File: src/rtl/pipe_stall_ctrl_pkg.sv
// Shared CPU package: stall-controller FSM states and MD timing default.
package pipe_stall_ctrl_pkg;

   typedef enum logic {
      ST_RUN     = 1'b0,
      ST_MD_WAIT = 1'b1
   } stall_state_e;

   // Total execute cycles of a multiply/divide op (legal range 2..16).
   localparam int unsigned MD_CYCLES_DEF = 4;

endpackage

File: src/rtl/md_cycle_timer.sv
// Down-counter timing the remaining cycles of a multi-cycle MD op.
// Load wins over decrement; the count never wraps below zero.
module md_cycle_timer (
   input  logic       clk,
   input  logic       rst,
   input  logic       load,
   input  logic [3:0] load_val,
   input  logic       dec,
   output logic       zero
);

   logic [3:0] cnt_q, cnt_d;

   // Next count: load a fresh value or step down by one.
   always_comb begin
      cnt_d = cnt_q;
      if (load)
         cnt_d = load_val;
      else if (dec && (cnt_q != 4'd0))
         cnt_d = cnt_q - 4'd1;
   end

   // Count register, cleared by synchronous reset.
   always_ff @(posedge clk) begin
      if (rst) cnt_q <= 4'd0;
      else     cnt_q <= cnt_d;
   end

   assign zero = (cnt_q == 4'd0);

endmodule

File: src/rtl/pipe_stall_ctrl.sv
// Pipeline stall/flush controller: memory freeze, multi-cycle MD stall,
// branch redirect flush and load-use bubble.
// Optional: define STALL_COUNT_EN to add the stall_cycles counter output.
module pipe_stall_ctrl
   import pipe_stall_ctrl_pkg::*;
#(
   parameter int unsigned MD_CYCLES = MD_CYCLES_DEF
) (
   input  logic        clk,
   input  logic        rst,
   input  logic        bubble,
   input  logic        jb_taken,
   input  logic        md_req,
   input  logic        dmem_ready,
   output logic        pc_en,
   output logic        ifid_en,
   output logic        idex_en,
   output logic        exmem_en,
   output logic        ifid_flush,
   output logic        idex_flush,
   output logic        md_busy,
`ifdef STALL_COUNT_EN
   output logic        md_done,
   output logic [31:0] stall_cycles
`else
   output logic        md_done
`endif
);

   // The entry cycle counts as the first of MD_CYCLES, the zero-count
   // cycle as the last, so the timer starts at MD_CYCLES-2.
   localparam logic [3:0] MD_LOAD = 4'(MD_CYCLES - 2);

   stall_state_e state_q, state_d;
   logic         tmr_load, tmr_dec, md_zero;

   md_cycle_timer u_md_timer (
      .clk      (clk),
      .rst      (rst),
      .load     (tmr_load),
      .load_val (MD_LOAD),
      .dec      (tmr_dec),
      .zero     (md_zero)
   );

   // Next state and outputs, highest priority first: reset, freeze,
   // MD wait, MD entry, redirect, bubble, normal.
   always_comb begin
      state_d    = state_q;
      tmr_load   = 1'b0;
      tmr_dec    = 1'b0;
      pc_en      = 1'b0;
      ifid_en    = 1'b0;
      idex_en    = 1'b0;
      exmem_en   = 1'b0;
      ifid_flush = 1'b0;
      idex_flush = 1'b0;
      md_busy    = 1'b0;
      md_done    = 1'b0;
      if (rst) begin
         ifid_flush = 1'b1;
         idex_flush = 1'b1;
      end else if (!dmem_ready) begin
         // Everything holds; an in-flight MD op is still busy.
         md_busy = (state_q == ST_MD_WAIT);
      end else if (state_q == ST_MD_WAIT) begin
         md_busy = 1'b1;
         if (md_zero) begin
            md_done  = 1'b1;
            exmem_en = 1'b1;
            state_d  = ST_RUN;
         end else begin
            tmr_dec = 1'b1;
         end
      end else if (md_req) begin
         md_busy  = 1'b1;
         tmr_load = 1'b1;
         state_d  = ST_MD_WAIT;
      end else if (jb_taken) begin
         pc_en      = 1'b1;
         ifid_en    = 1'b1;
         idex_en    = 1'b1;
         exmem_en   = 1'b1;
         ifid_flush = 1'b1;
         idex_flush = 1'b1;
      end else if (bubble) begin
         idex_en    = 1'b1;
         exmem_en   = 1'b1;
         idex_flush = 1'b1;
      end else begin
         pc_en    = 1'b1;
         ifid_en  = 1'b1;
         idex_en  = 1'b1;
         exmem_en = 1'b1;
      end
   end

   // State register; reset drops any in-flight MD op back to RUN.
   always_ff @(posedge clk) begin
      if (rst) state_q <= ST_RUN;
      else     state_q <= state_d;
   end

`ifdef STALL_COUNT_EN
   logic [31:0] stall_q, stall_d;

   // Saturating count of cycles where the PC did not advance.
   always_comb begin
      stall_d = stall_q;
      if (!pc_en && (stall_q != 32'hFFFF_FFFF))
         stall_d = stall_q + 32'd1;
   end

   // Stall counter register, cleared by reset.
   always_ff @(posedge clk) begin
      if (rst) stall_q <= 32'd0;
      else     stall_q <= stall_d;
   end

   assign stall_cycles = stall_q;
`endif

endmodule

File: config.mk
export PLATFORM = sky130hd
export DESIGN_NAME = pipe_stall_ctrl
export DESIGN_NICKNAME = d
export VERILOG_FILES = /design/src/rtl/pipe_stall_ctrl_pkg.sv /design/src/rtl/md_cycle_timer.sv /design/src/rtl/pipe_stall_ctrl.sv
export SDC_FILE = /design/constraint.sdc
export NUM_CORES = 1
export LEC_CHECK = 0
export ABC_AREA = 0
export BUFFER_PORTS_ARGS = -buffer_cell sky130_fd_sc_hd__buf_2
export CORE_AREA = 2 2 39 41
export DETAILED_ROUTE_END_ITERATION = 7
export DIE_AREA = 0 0 41 43
export PLACE_DENSITY = 0.47
export RECOVER_POWER = 100
export SLEW_MARGIN = 15
export SYNTH_ARGS = -nofsm -noshare
export SYNTH_HDL_FRONTEND = slang
export SYNTH_SLANG_ARGS = --single-unit
File: constraint.sdc
create_clock -name clk -period 2.8 [get_ports clk]
set_input_delay 0.42 -clock clk [delete_from_list [all_inputs] [get_ports clk]]
set_output_delay 0.42 -clock clk [all_outputs]
set_load 0.02 [all_outputs]
==> summary.md <==
| Metric | Value |
|---|---|
| Fin. Hold Viols | `0` |
| Syn_nets | `54` |
| Post-Syn Area | `~380 um^2` |
| Most common cell after layout, fill and taps aside | `clkbuf_1` |
| Cts hold-fix bufs | `0` |
| Max_cap viols | `0` |
| Final ANT Viol Nets | `0` |
| Clock Sinks | `5` |
| Die width | `41 um` |
| GRT Residual Overflow | `0` |
| I/O Buffers | `13` |
| TNS Setup | `0 ns` |
| Sw power | `roughly 0.000055 W` |
| RSZ-0062 raised after global routing | `no` |
| Fin Hold WS | `0.480 ns` |
| Total CTS buffers | `3` |
| First-pass GRT wire length | `1310 um` |
| Clk slew on worst S/H paths | `0.04 ns` |
| Clk_lat worst skew | `0.23 ns` |
| Overall power | `0.000199 W` |
| Int Power | `~0.00014 W` |
| Worst vdd ir | `between 0.3 and 0.4 mV` |
| Inserted Diodes | `0` |
| Final period demand of the worst path | `around 2.4 ns` |
| Most frequent cells in the layout | `9 x clkbuf_1, 5 x buf_2, 5 x dfxtp_1` |
| Slew Viols, Final | `0` |
| CP Launch Type | `register` |
| Share of cells above drive strength 1 | `16.9%` |
| Flops & latches, synth | `5` |
| Clk pwr share | `between 30% and 40%` |
| Core ar. | `0.00138 mm^2` |
| Crit. End Element | `output port` |
| CP required | `around 2.4 ns` |
| Post-DP HPWL | `569 um` |
| # H-tree levels | `1` |
| Initial antenna violation count | `0` |
| Net Sw Frac | `27.8%` |
| Pin count of the biggest net entering global routing | `13` |
| Area Growth Syn to Fin | `18.0%` |
| Clk buf depth | `2` |
| CP Class | `register to output port` |
| Final wirelength | `703 um` |
| Worst relative slew slack | `around four fifths` |
| P_leak | `0.195 nW` |
| Yosys warning count | `0` |
| Vias in the first global route | `336` |
| Tot GR Track Use | `between 10 and 15%` |
| Die H | `about 43 um` |
| Pwr/cell area | `441 mW/mm^2` |
| Clk root buf | `clkbuf_4` |
| Synthesized instance count | `46` |
| CTS resizes | `0` |
| Postcts setup bufs | `0` |
| Full die area | `0.00176 mm^2` |
| Mapped Avg Cell Area | `8.32 um^2` |
| Post-DP Area | `roughly 440 um^2` |
| WL/cell | `around 9.4 um` |
| Final period util | `84.4%` |
| Slew @ Worst Pin | `0.279 ns` |
| Ports | `14` |
| Detailed Routing Iterations Pass 1 | `4` |
| CP Max Fanout | `9` |
| Residual DRC count | `0` |
| Data arrival time of the critical path | `1.94 ns` |
| Maximum clock frequency | `0.423 GHz` |
| TritonCTS clock tree | `yes` |
| Final setup vio count | `0` |
| GP Congestion | `about 0.69` |
| Via Count | `340` |
| Final #Nets | `68` |
| Comb power frac | `21.6%` |
| Post-layout instance area | `about 450 um^2` |
| Sequential share of power | `38.7%` |
| Post-synthesis sequential area ratio | `26.1%` |
| HP Class | `register to register` |
| Initial DRC count | `1` |
| Initial Util | `27.7%` |
| Post-synth cell types | `25` |
| Num rows | `14` |
| Clock Skew | `0.00477 ns` |
| Vias per inst | `4.53` |
| Outcome | `finished clean` |
## critical path, cell delays in order, from the launching register on
cell and delay, ns:
dfxtp_1 0.30, inv_1 0.12, ha_1 0.15, or3b_1 0.48, a2111oi_2 0.38, clkbuf_1 0.26
## state kept, by name (all words and copies together), names as in the netlist
register          flops
u_md_timer.cnt_q      4
state_q               1
## power by group through the flow
stage	Clock (W)	Combinational, W	Sequential (W)
finish	0.0000792	0.0000430	0.0000771
global route	0.0000873	0.0000491	0.0000775
CTS	0.0000837	0.0000456	0.0000771
detailed placement	0	0.0000453	0.0000784
global placement	0	0.0000453	0.0000786
floorplan	0	0.0000360	0.0000778
## stage by stage
| stage | util, % | cells | worst slack (ns) |
|---|---|---|---|
| 2_1_floorplan | - | 46 | 0.714 |
| 3_3_place_gp | 31.8 | 71 | 0.737 |
| 3_5_place_dp | 31.8 | 71 | 0.723 |
| 4_1_cts | 33.7 | 75 | 0.455 |
| 5_1_grt | 32.6 | 75 | 0.305 |
| 6_report | 32.6 | 75 | 0.438 |
## cells in the mapped netlist, drive strengths merged
cell type,number,share of area (%)
a2111oi,1,3.9
a21o,1,2.0
a21oi,2,2.6
a311oi,1,3.9
and3,1,2.9
and3b,1,2.3
buf,3,6.2
clkbuf,1,0.98
dfxtp,5,26
ha,2,6.5
inv,4,3.9
mux2i,2,5.2
nand2,2,2.0
nand2b,1,1.6
nand3,3,3.9
nand3b,3,5.9
nor2,3,2.9
nor2b,2,3.3
nor3,3,3.9
o21a,1,2.0
o21bai,2,3.9
or3,1,1.6
or3b,1,2.3
## cell families after synthesis
family	synth area share, %
AND/OR/NAND/NOR	32.7
flip-flops	26.1
buffers and inverters	11.1
AO/OA/AOI/OAI	18.3
multiplexers	5.23
adder cells (fa/ha/maj)	6.53
## cell type report
type | count | area [um^2]
fill | 163 | 932
multi-input combinational | 33 | 235
sequential | 5 | 100
timing repair buffer | 13 | 55.1
clock buffer | 4 | 26.3
tap | 16 | 20.0
inverter | 4 | 15.0
## routing by layer
metal  global-route usage, %  routed length [um]
met4                    2.00                   0
met2                    16.9                 346
met5                       0                   0
met3                    6.28                  24
met1                    13.3                 332
## path summary, 6_finish.rpt
| path | startpoint | endpoint | slack (ns) | cells after the start |
|---|---|---|---|---|
| worst max-delay path | u_md_timer.cnt_q[0] | exmem_en | 0.44 | 5 |
| worst min-delay path | u_md_timer.cnt_q[3] | u_md_timer.cnt_q[3] | 0.48 | 1 |
| worst max register to register | u_md_timer.cnt_q[0] | u_md_timer.cnt_q[1] | 1.17 | 5 |
| worst min register to register | u_md_timer.cnt_q[3] | u_md_timer.cnt_q[3] | 0.48 | 1 |
Note: power is estimated with default switching activity, not from simulation.
